<file path="src/rtl/slot_display.sv">
// rtl/slot_display.sv - score BCD conversion and 8-digit multiplexed 7-segment display
//
// Display stage downstream of the slot-machine FSM. Digits 7..5 show the three
// slot result digits; digits 4..0 show the score, converted to BCD by a
// sequential double-dabble engine and saturated at SCORE_SAT.
//
// Optional build macro: LEAD_ZERO_BLANK_EN
//   defined   - leading zero score digits 4..1 are blanked
//   undefined - all five score digits are shown with leading zeros
//
// Ports:
//   clk        system clock, rising edge
//   reset      asynchronous reset, active-low
//   resultMSB  slot digit shown on display digit 7
//   result2    slot digit shown on display digit 6
//   resultLSB  slot digit shown on display digit 5
//   score      32-bit binary score
//   seg        segments {g,f,e,d,c,b,a}, active-low
//   an         digit enables, active-low, an[i] = digit i
//   busy       high while a BCD conversion is in progress
//   bcd_score  last completed BCD score, [19:16] = ten-thousands
module slot_display #(
    parameter int REFRESH_DIV = 50000,
    parameter int SCORE_SAT   = 99999
) (
    input  logic        clk,
    input  logic        reset,
    input  logic [3:0]  resultMSB,
    input  logic [3:0]  result2,
    input  logic [3:0]  resultLSB,
    input  logic [31:0] score,
    output logic [6:0]  seg,
    output logic [7:0]  an,
    output logic        busy,
    output logic [19:0] bcd_score
);

    localparam int CW = $clog2(REFRESH_DIV);

    typedef enum logic [1:0] {IDLE, LOAD, SHIFT, DONE} state_t;

    state_t      state;
    state_t      state_next;
    logic [31:0] captured;
    logic [16:0] bin;
    logic [19:0] acc;
    logic [19:0] acc_adj;
    logic [4:0]  shift_cnt;
    logic [16:0] load_val;

    // Conversion FSM: next state and busy
    always_comb begin
        state_next = state;
        busy       = 1'b0;
        case (state)
            IDLE:    if (score != captured) state_next = LOAD;
            LOAD: begin
                busy       = 1'b1;
                state_next = SHIFT;
            end
            SHIFT: begin
                busy = 1'b1;
                if (shift_cnt == 5'd16) state_next = DONE;
            end
            DONE:    state_next = IDLE;
            default: state_next = IDLE;
        endcase
    end

    assign load_val = (score >= 32'(SCORE_SAT)) ? 17'(SCORE_SAT) : score[16:0];

    // Double-dabble correction: nibbles >= 5 get +3 before the shift
    always_comb begin
        acc_adj = acc;
        for (int i = 0; i < 5; i++) begin
            if (acc[i*4 +: 4] >= 4'd5) acc_adj[i*4 +: 4] = acc[i*4 +: 4] + 4'd3;
        end
    end

    always_ff @(posedge clk or negedge reset) begin
        if (!reset) begin
            state     <= IDLE;
            captured  <= '0;
            bin       <= '0;
            acc       <= '0;
            shift_cnt <= '0;
            bcd_score <= '0;
        end else begin
            state <= state_next;
            case (state)
                LOAD: begin
                    captured  <= score;
                    bin       <= load_val;
                    acc       <= '0;
                    shift_cnt <= '0;
                end
                SHIFT: begin
                    {acc, bin} <= {acc_adj[18:0], bin, 1'b0};
                    shift_cnt  <= shift_cnt + 5'd1;
                end
                DONE:    bcd_score <= acc;
                default: ;
            endcase
        end
    end

    // Display multiplexing
    logic [CW-1:0] refresh_cnt;
    logic [2:0]    digit_idx;
    logic [3:0]    nibble;
    logic          blank;
    logic [6:0]    seg_next;

    always_ff @(posedge clk or negedge reset) begin
        if (!reset) begin
            refresh_cnt <= '0;
            digit_idx   <= '0;
        end else if (refresh_cnt == CW'(REFRESH_DIV - 1)) begin
            refresh_cnt <= '0;
            digit_idx   <= digit_idx + 3'd1;
        end else begin
            refresh_cnt <= refresh_cnt + CW'(1);
        end
    end

    always_comb begin
        nibble = 4'd0;
        blank  = 1'b0;
        case (digit_idx)
            3'd7:    nibble = resultMSB;
            3'd6:    nibble = result2;
            3'd5:    nibble = resultLSB;
            3'd4:    nibble = bcd_score[19:16];
            3'd3:    nibble = bcd_score[15:12];
            3'd2:    nibble = bcd_score[11:8];
            3'd1:    nibble = bcd_score[7:4];
            default: nibble = bcd_score[3:0];
        endcase
`ifdef LEAD_ZERO_BLANK_EN
        // A score digit is blank only if it and every higher score digit are zero
        case (digit_idx)
            3'd4:    blank = (bcd_score[19:16] == 4'd0);
            3'd3:    blank = (bcd_score[19:12] == 8'd0);
            3'd2:    blank = (bcd_score[19:8]  == 12'd0);
            3'd1:    blank = (bcd_score[19:4]  == 16'd0);
            default: blank = 1'b0;
        endcase
`endif
    end

    always_comb begin
        seg_next = 7'h3F;
        case (nibble)
            4'd0:    seg_next = 7'h40;
            4'd1:    seg_next = 7'h79;
            4'd2:    seg_next = 7'h24;
            4'd3:    seg_next = 7'h30;
            4'd4:    seg_next = 7'h19;
            4'd5:    seg_next = 7'h12;
            4'd6:    seg_next = 7'h02;
            4'd7:    seg_next = 7'h78;
            4'd8:    seg_next = 7'h00;
            4'd9:    seg_next = 7'h10;
            default: seg_next = 7'h3F;
        endcase
        if (blank) seg_next = 7'h7F;
    end

    // seg and an share one register stage so they always switch together
    always_ff @(posedge clk or negedge reset) begin
        if (!reset) begin
            seg <= 7'h7F;
            an  <= 8'hFF;
        end else begin
            seg <= seg_next;
            an  <= ~(8'b1 << digit_idx);
        end
    end

endmodule

</file>
<file path="config.mk">
export PLATFORM = sky130hd
export DESIGN_NAME = slot_display
export DESIGN_NICKNAME = d
export VERILOG_FILES = /design/src/rtl/slot_display.sv
export SDC_FILE = /design/constraint.sdc
export NUM_CORES = 1
export LEC_CHECK = 0
export BUFFER_PORTS_ARGS = -buffer_cell sky130_fd_sc_hd__buf_4
export CAP_MARGIN = 10
export CORE_MARGIN = 10
export CORE_UTILIZATION = 35
export CTS_BUF_LIST = sky130_fd_sc_hd__clkbuf_16
export DETAILED_ROUTE_END_ITERATION = 7
export HOLD_SLACK_MARGIN = 0.06
export SYNTH_ARGS = -nofsm -noshare
export SYNTH_HDL_FRONTEND = slang
export SYNTH_SLANG_ARGS = --single-unit
</file>
<file path="constraint.sdc">
create_clock -name clk -period 3.65 [get_ports clk]
set_input_delay 0.73 -clock clk [delete_from_list [all_inputs] [get_ports clk]]
set_output_delay 0.73 -clock clk [all_outputs]
set_load 0.05 [all_outputs]
</file>
---- After elaboration in Yosys (flattened, before gate mapping) ----
Memories as Yosys holds them, arrays and structs flattened. A register that Yosys moved wholly into a read port is not among the register bits.
Cells that the tools add are included.
cells by class
  shifts and indexed selects .............. 1
  add/sub/neg operators ................... 8
  bitwise operators ....................... 1
  reduce and logical (&&, ||, !) cells .... 5
  eq/ne operators ......................... 15
  mux-type cells .......................... 15
  $lt $le $gt $ge ......................... 6
operators with widths
  cell                     count
  $pmux W20 S2             1
  $pmux W17 S2             1
  $ge A32 B17 Y1 const B   1
  $ne A32 B32 Y1           1
  $pmux W4 S7              1
  $ge A4 B3 Y1 const B     5
  $mux W17                 1
  $add A16 B1 Y16 const B  1
  $add A4 B2 Y4 const B    4
  $eq A16 B16 Y1 const B   1
  $mux W16                 1
  $mux W4                  4
  $eq A3 B3 Y1 const B     4
  $pmux W5 S2              1
  $not A8 Y8               1
  $pmux W2 S4              1
  $shl A1 B3 Y8 const A    1
  $eq A3 B2 Y1 const B     2
  $add A5 B1 Y5 const B    1
  $eq A5 B5 Y1 const B     1
  $eq A2 B2 Y1 const B     2
  $mux W2                  2
  $ne A2 B2 Y1 const B     2
  $add A3 B1 Y3 const B    1
  other kinds (10)         10
word-level totals
  memories ................................ 1
  ROM bits ................................ 112
  input port bits ......................... 46
  register bits after elaboration ......... 123
memories
  memory            words  width  read ports  clocked after Yosys merged registers in  wr ports  line  text
  (name not given)  16     7      1           1                                        0         153   case (nibble)

---- Longest topological paths before layout ----
Gate-level depths: netlist (run 1).
  word-level depth ........................ 3
  gate-level depth with buffers ........... 11
  depth with buffers taken out ............ 10

---- Worst setup path before layout (run 1) ----
OpenSTA, ideal clock, no wires.
  path type ............................... reg2reg
  start point ............................. reg digit_idx[2]
  end point ............................... reg seg[3]
  path buffers ............................ 1
  path slack .............................. 1112 ps
  data required time ...................... 3565 ps
  clock period less this slack ............ 2538 ps
  setup time .............................. 85 ps
  stages on the path, launching flop included .. 10
  data arrival time ....................... 2453 ps
  cell sequence ........................... dfrtp_1 > buf_2 > inv_1 > ha_1 > or4_4 > nand2b_4 > a31oi_2 > inv_1 > ha_1 > o221ai_1
on the way
  longest elaborated chain between the ends .. 2
ends and longest elaborated chain
  item                                        line  text
  start, declared                             109   logic [2:0] digit_idx;
  start signal, assigned                      120   digit_idx <= digit_idx + 3'd1;
  $eq A3 B1 Y1, or another cell as far along  129   case (digit_idx)
  $pmux W4 S7 *                               129
  end, declared                               32    output logic [6:0] seg,
Mark *: on every way between the ends. The rest lies on a longest branch, timed or not.
A chain may end at the register's enable or synchronous reset.

---- Worst setup path after layout (run 1) ----
Ends and elaborated chain as after synthesis.

==> impl_metrics.py, run 1 <==
metrics = {
    "clocking": {
        "cts_max_level": 4,
        "cts_setup_buffers": 0,
        "cts_hold_buf": 0,
        "insertion_delay_ns": 0.42,
        "clkTransAtPathRegs_ns": 0.06,
        "cts.sinks": 130,
        "cts_inserted_buffers": 17,
        "cts-root-buf": "clkbuf_16",
        "cts.repair.resized": 0,
        "clockBufferDepth": 2,
        "cts_tree": "yes",
    },
    "setup_path": {
        "rrSetupSlack_ns": 0.78,
        "cp_max_fo": 14,
        "crit_chain": "inv_1 > ha_1 > or4_4 > nand2b_4 > a31oi_2 > inv_1 > ha_1 > o221ai_1",
        "crit_path_start_kind": "flip-flop",
        "worstSetupPathType": "reg2reg",
        "critPathCaptureType": "flip-flop",
        "slowest_stage": "dfrtp_1",
        "worst_path_largest_cell_delay_ns": 0.63,
        "required_ns": 3.97,
        "cp_data_arrival_time_ns": 3.19,
    },
    "timing": {
        "final-setup-viol-count": 0,
        "skew_ns": 0.0116,
        "final_hold_viol_count": 0,
        "final.setup.tns_ns": 0,
        "slew_headroom": 0.370,
        "rsz0062_at_grt": "no",
        "worstMarginPinSlew_ns": 0.945,
        "final.period_utilization": 0.785,
        "fmax_mhz": 349,
        "slew_viol_final": 0,
        "period_needed_ns": 2.87,
    },
    "global_routing": {
        "gr-usage-met3": 0.0375,
        "grt_pass1_wl_um": 24500,
        "met1_usage": 0.151,
        "grt_usage": 0.124,
        "grt_max_degree": 75,
        "antenna_found_initial": 0,
        "grt_overflow": 0,
        "grt_util_met2": 0.205,
        "first_global_vias": 4912,
        "top_usage_layer": "met2",
    },
    "synth": {
        "ys_ff_latch": 130,
        "synthDistinctLibCells": 49,
        "synth_edf_count": 0,
        "synth_nets": 652,
        "avgSynthCellArea_um2": 11.2,
        "yosys_warnings": 0,
        "synth_flop_cell": "dfrtp_1",
        "synth_area_mm2": 0.00646,
        "async_reset_ff_frac": 1.00,
        "ys_seq_area_frac": 0.506,
        "synthCells": 579,
    },
    "drt": {
        "route.detailed.drc": 0,
        "vias": 4668,
        "firstDrtPassIters": 5,
        "drt_wl_total_um": 14700,
        "first_iter_violations": 230,
        "vias_per_cell": 5.15,
        "drtAntennaViolNets": 0,
        "wl_per_cell_um": 16.2,
    },
    "die": {
        "initial_core_util": 0.357,
        "dieArea_mm2": 0.0243,
        "die_width_um": 156,
        "die_h_um": 156,
        "row_count": 49,
        "core-area_mm2": 0.0181,
        "io_pins": 82,
    },
    "placed_design": {
        "port-buffer-count": 81,
        "gp_congestion": 0.817,
        "place_hpwl_um": 10900,
    },
    "cells_and_area": {
        "antennaDiodeCount": 0,
        "mostFrequentLayoutCells": "dfrtp_1 (115), buf_4 (87), mux2_2 (63), inv_1 (42), xnor2_1 (42)",
        "fin_nets": 737,
        "areaGrowthSynthToFinish_pct": 22.2,
        "final_common_cell": "dfrtp_1",
        "drive_gt1_frac": 0.316,
    },
    "power": {
        "p_per_area_mw_per_mm2": 594,
        "peakVddDrop_uv": 346,
        "fin_total_pwr_mw": 4.69,
        "p_leak_nw": 3.48,
    },
    "outcome": {
        "outcome": "finished, final reports clean",
    },
    "hold_path": {
        "hold_class": "in2async",
    },
    "job": {
        "cap_violations": 0,
    },
}
[synthesized netlist by cell type (2+ instances only)]
library cell	count	share of area
o22ai_1	15	0.015
a31o_2	2	0.0027
inv_1	41	0.024
xnor2_1	42	0.057
a31oi_1	7	0.0068
nand4_1	11	0.011
xor2_1	14	0.019
nand2_1	33	0.019
nor3_1	16	0.012
nor4_1	8	0.0077
nor2_1	26	0.015
a22o_1	6	0.0081
o21ai_0	25	0.019
a22oi_1	4	0.0046
nand3_1	17	0.013
dfstp_2	15	0.061
o221a_2	5	0.0087
nand3b_1	5	0.0058
o32ai_1	4	0.0054
a221oi_1	3	0.0041
mux2_2	63	0.11
nor2b_1	3	0.0029
and3_1	5	0.0048
clkbuf_1	13	0.0076
ha_1	27	0.052
a31oi_2	2	0.0039
o211ai_1	3	0.0035
nand2b_1	5	0.0048
buf_1	7	0.0041
a21oi_1	19	0.015
dfrtp_1	115	0.45
[layer usage]
layer / vias up / part of all wire / wire (µm)
met5: - / 0 / 0
met2: 106 / 0.48 / 7050
li1: 2226 / - / -
met3: 17 / 0.052 / 758
met4: 0 / 0.013 / 187
met1: 2319 / 0.46 / 6700
[registers in the layout, summed over array words and instances, names as in the netlist]
| signal | count |
|---|---|
| shift_cnt | 5 |
| seg | 7 |
| acc | 20 |
| state | 2 |
| bin | 17 |
| digit_idx | 3 |
| an | 8 |
| bcd_score | 20 |
| captured | 32 |
| refresh_cnt | 16 |
[worst max-delay path: cells and delay by family, from the launching register on]
kind	cells	cell delay, ns
AO/OA/AOI/OAI	2	0.51
adder cells (fa/ha/maj)	2	0.59
buffers and inverters	2	0.27
flip-flops	1	0.63
AND/OR/NAND/NOR	2	0.78
[metrics by stage]
| stage | std cells | area [µm²] | hold slack, ns | utilization | setup slack [ns] |
|---|---|---|---|---|---|
| final | 906 | 7890 | 0.470 | 0.436 | 0.784 |
| after global routing | 906 | 7890 | 0.512 | 0.436 | 0.556 |
| after CTS | 906 | 7890 | 0.491 | 0.436 | 0.822 |
| after detailed placement | 874 | 7320 | 0.483 | 0.405 | 0.841 |
| after global placement | 874 | 7320 | 0.471 | 0.405 | 0.933 |
| after floorplan | 579 | 6460 | 0.434 | - | 1.11 |
[cell type report]
| cell class | instances | area, µm² |
|---|---|---|
| fillers | 1661 | 10200 |
| flip-flops and latches | 130 | 3270 |
| multi-input cells | 386 | 2950 |
| inverters | 42 | 158 |
| well taps | 229 | 287 |
| repair buffers | 87 | 653 |
| clock buffers | 19 | 475 |
| clock inverters | 13 | 95.1 |
[final timing paths]
| kind | endpoint | depth (start not counted) | start |
|---|---|---|---|
| worst max-delay path | seg[3] | 8 | digit_idx[2] |
| worst max register to register | seg[3] | 8 | digit_idx[2] |
| worst min-delay path | bcd_score[7] | 1 | reset |
| worst min register to register | refresh_cnt[0] | 1 | refresh_cnt[0] |
| max in group asynchronous | acc[2] | 2 | reset |
| min in group clk | refresh_cnt[0] | 1 | refresh_cnt[0] |
[logic make-up after synthesis]
| kind of cell | after synthesis | share of synthesized area |
|---|---|---|
| xor gates and xnor gates | 56 | 0.0759 |
| adders and majority gates | 27 | 0.0523 |
| and+or+nand+nor | 136 | 0.107 |
| muxes | 64 | 0.111 |
| AOI/OAI and AO/OA | 103 | 0.110 |
| DFF | 130 | 0.506 |
| buffers and inverters | 63 | 0.0368 |
[power by group]
group	switching (mW)	internal, mW
sequential	0.223	1.74
clock	0.670	0.957
combinational	0.594	0.506
(Power assumes the default switching activity.)
==> inputs of run 2 (changes only) <==
==> constraint.sdc (replaced) <==
create_clock -name clk -period 2.8 [get_ports clk]
set_input_delay 0.56 -clock clk [delete_from_list [all_inputs] [get_ports clk]]
set_output_delay 0.56 -clock clk [all_outputs]
set_load 0.05 [all_outputs]
==> run 2 against run 1 <==
Critical path type unchanged. Sequential power rose by 31%. Die area did not move. Design area rose by 0.73%. Clock skew fell by 0.0025 ns. Flip-flop and latch count did not move. Clock power rose by 29%. Sequential share of layout area fell by 0.30 points. Worst hold slack got worse by 0.32 ns.
==> impl_metrics.py, run 2 (same netlist as run 1, synthesis figures left out) <==
metrics = {
    "drt": {
        "first_iter_violations": 265,
        "drt_wl_total_um": 15000,
        "firstDrtPassIters": 5,
        "vias_per_cell": 5.08,
        "drtAntennaViolNets": 0,
        "route.detailed.drc": 0,
        "wl_per_cell_um": 16.5,
        "vias": 4635,
    },
    "cells_and_area": {
        "final_common_cell": "dfrtp_1",
        "seq_area_mm2": 0.00327,
        "mostFrequentLayoutCells": "dfrtp_1 (115), buf_4 (92), mux2_2 (63), xnor2_1 (42), inv_1 (41)",
        "fin_util": 0.440,
        "largest_register": "captured",
        "fillers": 1684,
        "multi_input_area_mm2": 0.00296,
        "largest_reg_flops": 32,
        "areaGrowthSynthToFinish_pct": 23.1,
        "top_regs": "captured x32, acc x20, bcd_score x20",
        "fin_nets": 743,
        "antennaDiodeCount": 0,
        "drive_gt1_frac": 0.324,
    },
    "clocking": {
        "insertion_delay_ns": 0.42,
        "clkTransAtPathRegs_ns": 0.06,
        "cts_inserted_buffers": 17,
        "cts-root-buf": "clkbuf_16",
        "cts_max_level": 4,
        "cts.sinks": 130,
        "cts_hold_buf": 0,
        "clockBufferDepth": 2,
        "cts_tree": "yes",
    },
    "setup_path": {
        "critPathCaptureType": "flip-flop",
        "crit_top_cell": "ha_1",
        "cp_data_arrival_time_ns": 2.86,
        "cp-endpoint": "seg[3]",
        "rrSetupSlack_ns": 0.28,
        "required_ns": 3.14,
        "crit_chain": "ha_1 > ha_1 > or4_4 > nand2b_4 > a31oi_4 > inv_1 > ha_1 > o221ai_1",
        "rr_endpoint": "seg[3]",
        "crit_path_start_kind": "flip-flop",
        "critical_path.startpoint": "digit_idx[0]",
        "worstSetupPathType": "reg2reg",
        "cp_max_fo": 6,
        "worst_path_largest_cell_delay_ns": 0.58,
        "r2r_cells": 8,
        "r2r-start": "digit_idx[0]",
        "slowest_stage": "or4_4",
    },
    "timing": {
        "final_hold_viol_count": 0,
        "skew_ns": 0.00908,
        "final.period_utilization": 0.901,
        "whs_ns": 0.148,
        "period_needed_ns": 2.52,
        "worstMarginPinSlew_ns": 0.727,
        "fmax_mhz": 396,
        "final.setup.tns_ns": 0,
        "rsz0062_at_grt": "no",
        "final-setup-viol-count": 0,
        "slew_viol_final": 0,
        "worst_slack_ns": 0.277,
        "slew_headroom": 0.515,
    },
    "hold_path": {
        "hold_class": "in2async",
    },
    "die": {
        "row_count": 49,
        "core-area_mm2": 0.0181,
        "io_pins": 82,
        "dieArea_mm2": 0.0243,
        "die_h_um": 156,
        "initial_core_util": 0.357,
        "die_width_um": 156,
    },
    "power": {
        "p_per_area_mw_per_mm2": 768,
        "peakVddDrop_uv": 449,
        "p_leak_nw": 3.50,
        "fin_total_pwr_mw": 6.10,
    },
    "placed_design": {
        "place_hpwl_um": 11100,
        "pre_cts_ws_ns": 0.223,
        "port-buffer-count": 81,
        "gp_congestion": 0.828,
    },
    "global_routing": {
        "first_global_vias": 4886,
        "antenna_found_initial": 0,
        "grt_max_degree": 57,
        "grt_pass1_wl_um": 24900,
        "grt_usage": 0.126,
        "grt_overflow": 0,
    },
    "job": {
        "cap_violations": 0,
    },
    "outcome": {
        "outcome": "finished, final reports clean",
    },
}
-- run 2: cell count changes in the layout (fill, tap and decap cells not counted), sizes merged --
| cell | previous run | this run |
|---|---|---|
| clkinvlp | 0 | 5 |
| clkbuf | 19 | 17 |
| inv | 50 | 45 |
| clkinv | 5 | 6 |
| bufinv | 0 | 1 |
| buf | 87 | 93 |
-- run 2: area by class of cell --
| cell class | count | share of cell area |
|---|---|---|
| tap | 229 | 0.0360 |
| inverter | 42 | 0.0198 |
| sequential | 130 | 0.412 |
| clock buffer | 17 | 0.0535 |
| clock inverter | 15 | 0.0172 |
| timing repair buffer | 93 | 0.0894 |
| multi-input combinational | 386 | 0.373 |
-- run 2: how the worst min path moves through the flow --
stage | startpoint | to | slack, ns | cells past startpoint
4_1_cts | reset | acc[6] | 0.18 | 1
3_3_place_gp | refresh_cnt[0] | refresh_cnt[0] | 0.47 | 1
2_1_floorplan | reset | acc[0] | 0.26 | 0
6_report | reset | acc[6] | 0.15 | 1
5_1_grt | reset | acc[8] | 0.19 | 1
3_5_place_dp | refresh_cnt[0] | refresh_cnt[0] | 0.48 | 1
-- run 2: where the power goes --
group	internal (mW)	switching (mW)	leakage [nW]
Clock	1.23	0.876	0.261
Sequential	2.27	0.289	1.55
Combinational	0.665	0.781	1.68
Total	4.16	1.95	3.50
-- run 2: layer usage --
layer | share of wire | track usage
met5 | 0 | 0
met4 | 0.0076 | 0.0409
met3 | 0.055 | 0.0411
met2 | 0.49 | 0.206
met1 | 0.45 | 0.155
-- run 2: stage by stage --
step / instances / instance area [µm²]
floorplan: 579 / 6460
global placement: 880 / 7380
detailed placement: 880 / 7380
CTS: 912 / 7940
global route: 912 / 7950
finish: 912 / 7950
-- run 2: critical path, delay by kind of cell (launching register included) --
family	cells	cell delay (ns)
fa+ha+maj	3	0.75
buf+inv	1	0.10
compound gates	2	0.42
flops	1	0.40
simple gates	2	0.77
-- run 2: what timing repair did --
action                                  CTS  global route
setup buffers                             0             0
endpoints found under the setup margin    0             1
gates resized for setup                   0             1
==> inputs of run 3 (changes only) <==
--- a/config.mk
+++ b/config.mk
@@ -7,9 +7,9 @@
 export LEC_CHECK = 0
 export BUFFER_PORTS_ARGS = -buffer_cell sky130_fd_sc_hd__buf_4
 export CAP_MARGIN = 10
-export CORE_MARGIN = 10
+export CORE_MARGIN = 5
 export CORE_UTILIZATION = 35
-export CTS_BUF_LIST = sky130_fd_sc_hd__clkbuf_16
+export CTS_BUF_LIST = sky130_fd_sc_hd__clkbuf_4 sky130_fd_sc_hd__clkbuf_8
 export DETAILED_ROUTE_END_ITERATION = 7
 export HOLD_SLACK_MARGIN = 0.06
 export SYNTH_ARGS = -nofsm -noshare
==> run 3 against run 2 <==
Sequential share of layout area is 0.49 points higher. First-iteration DRC count is 23% lower. Flip-flop and latch count stayed put. Via count is 1.3% higher. Clock power is 10% lower. Fmax is 3.3% lower. Critical path depth stayed put. Register-to-register slack worse by 0.09 ns. Global-route usage is 1.7 points higher. Critical endpoint unchanged. Largest cell class unchanged. Highest routed layer unchanged.
==> impl_metrics.py, run 3 (same netlist as run 1, synthesis figures left out) <==
metrics = {
    "outcome": {
        "outcome": "finished, final reports clean",
    },
    "power": {
        "p_per_area_mw_per_mm2": 747,
        "p_leak_nw": 3.46,
        "peakVddDrop_uv": 406,
        "fin_total_pwr_mw": 5.87,
    },
    "clocking": {
        "clockBufferDepth": 2,
        "cts_hold_buf": 0,
        "cts.sinks": 130,
        "cts_max_level": 4,
        "insertion_delay_ns": 0.45,
        "cts-root-buf": "clkbuf_8",
        "cts_setup_buffers": 0,
        "cts.repair.resized": 0,
        "clkTransAtPathRegs_ns": 0.08,
        "cts_inserted_buffers": 17,
        "cts_tree": "yes",
    },
    "placed_design": {
        "gp_congestion": 0.856,
        "port-buffer-count": 81,
        "place_hpwl_um": 10600,
    },
    "timing": {
        "fmax_mhz": 383,
        "slew_viol_final": 0,
        "rsz0062_at_grt": "no",
        "whs_ns": 0.154,
        "final_hold_viol_count": 0,
        "slew_headroom": 0.493,
        "final.setup.tns_ns": 0,
        "skew_ns": 0.00984,
        "period_needed_ns": 2.61,
        "final.period_utilization": 0.932,
        "final-setup-viol-count": 0,
        "worstMarginPinSlew_ns": 0.761,
    },
    "setup_path": {
        "slowest_stage": "or4_4",
        "path_delay_family": "simple AND/OR/NAND/NOR gates",
        "cp_max_fo": 6,
        "crit_path_start_kind": "flip-flop",
        "cp_data_arrival_time_ns": 2.98,
        "cp.buffers_inverters": 1,
        "required_ns": 3.17,
        "crit_chain": "ha_1 > ha_1 > or4_4 > nand2b_4 > a31oi_2 > inv_1 > ha_1 > o221ai_1",
        "critPathCaptureType": "flip-flop",
        "crit_top_cell": "ha_1",
        "worstSetupPathType": "reg2reg",
        "worst_path_largest_cell_delay_ns": 0.58,
    },
    "global_routing": {
        "grt_overflow": 0,
        "first_global_vias": 4906,
        "grt_pass1_wl_um": 24800,
        "antenna_found_initial": 0,
        "grt_max_degree": 53,
        "grt_usage": 0.143,
    },
    "cells_and_area": {
        "drive_gt1_frac": 0.324,
        "fin_nets": 743,
        "seq_area_mm2": 0.00327,
        "largest_register": "captured",
        "multi_input_area_mm2": 0.00295,
        "mostFrequentLayoutCells": "dfrtp_1 (115), buf_4 (91), mux2_2 (63), xnor2_1 (42), inv_1 (41)",
        "antennaDiodeCount": 0,
        "fillers": 1703,
        "areaGrowthSynthToFinish_pct": 21.6,
        "final_common_cell": "dfrtp_1",
        "top_regs": "captured x32, acc x20, bcd_score x20",
        "largest_reg_flops": 32,
    },
    "job": {
        "cap_violations": 0,
    },
    "hold_path": {
        "hold_class": "in2async",
    },
    "drt": {
        "wl_per_cell_um": 15.9,
        "vias_per_cell": 5.15,
        "vias": 4695,
        "route.detailed.drc": 0,
        "drtAntennaViolNets": 0,
        "drt_wl_total_um": 14500,
        "firstDrtPassIters": 4,
        "first_iter_violations": 204,
    },
    "die": {
        "die_width_um": 146,
        "initial_core_util": 0.357,
        "io_pins": 82,
        "die_h_um": 146,
        "core-area_mm2": 0.0181,
        "row_count": 49,
        "dieArea_mm2": 0.0213,
    },
}
[run 3: cell types whose count changed in the layout (fill, tap and decap cells not counted), moves of 2 or more]
cell	change
clkbuf_16	-17
clkbuf_8	+17
inv_6	+2
clkinvlp_4	-3
bufinv_16	+4
clkinv_2	-2
[run 3: area by class of cell]
class,count,share of cell area
Clock buffer,17,0.0298
Clock inverter,15,0.0293
Inverter,42,0.0201
Multi-Input combinational cell,386,0.376
Sequential cell,130,0.416
Tap cell,229,0.0365
Timing Repair Buffer,93,0.0921
[run 3: where the power goes]
group          switching, mW  total [mW]  internal [mW]
Sequential             0.297        2.56           2.26
Combinational          0.764        1.43          0.663
Clock                  0.810        1.88           1.07
[run 3: worst paths after layout]
path | startpoint | end | slack, ns | depth (start not counted)
max | digit_idx[1] | seg[3] | 0.19 | 8
min | reset | bcd_score[7] | 0.15 | 1
max reg2reg | digit_idx[1] | seg[3] | 0.19 | 8
min reg2reg | refresh_cnt[0] | refresh_cnt[0] | 0.49 | 1
max in group asynchronous | reset | bin[12] | 1.96 | 2
min in group clk | score[30] | captured[30] | 0.36 | 2
[run 3: per-layer routing]
metal,track usage,share of wire
met1,0.183,0.44
met2,0.233,0.48
met3,0.0411,0.054
met4,0.0532,0.021
met5,0,0
[run 3: stage by stage]
step / instances / utilization / cell area [µm²] / setup slack (ns)
3_5_place_dp: 880 / 0.409 / 7390 / 0.195
4_1_cts: 912 / 0.434 / 7860 / 0.176
5_1_grt: 912 / 0.434 / 7860 / 0.00920
3_3_place_gp: 880 / 0.409 / 7390 / 0.275
6_report: 912 / 0.434 / 7860 / 0.190
2_1_floorplan: 579 / - / 6460 / 0.262
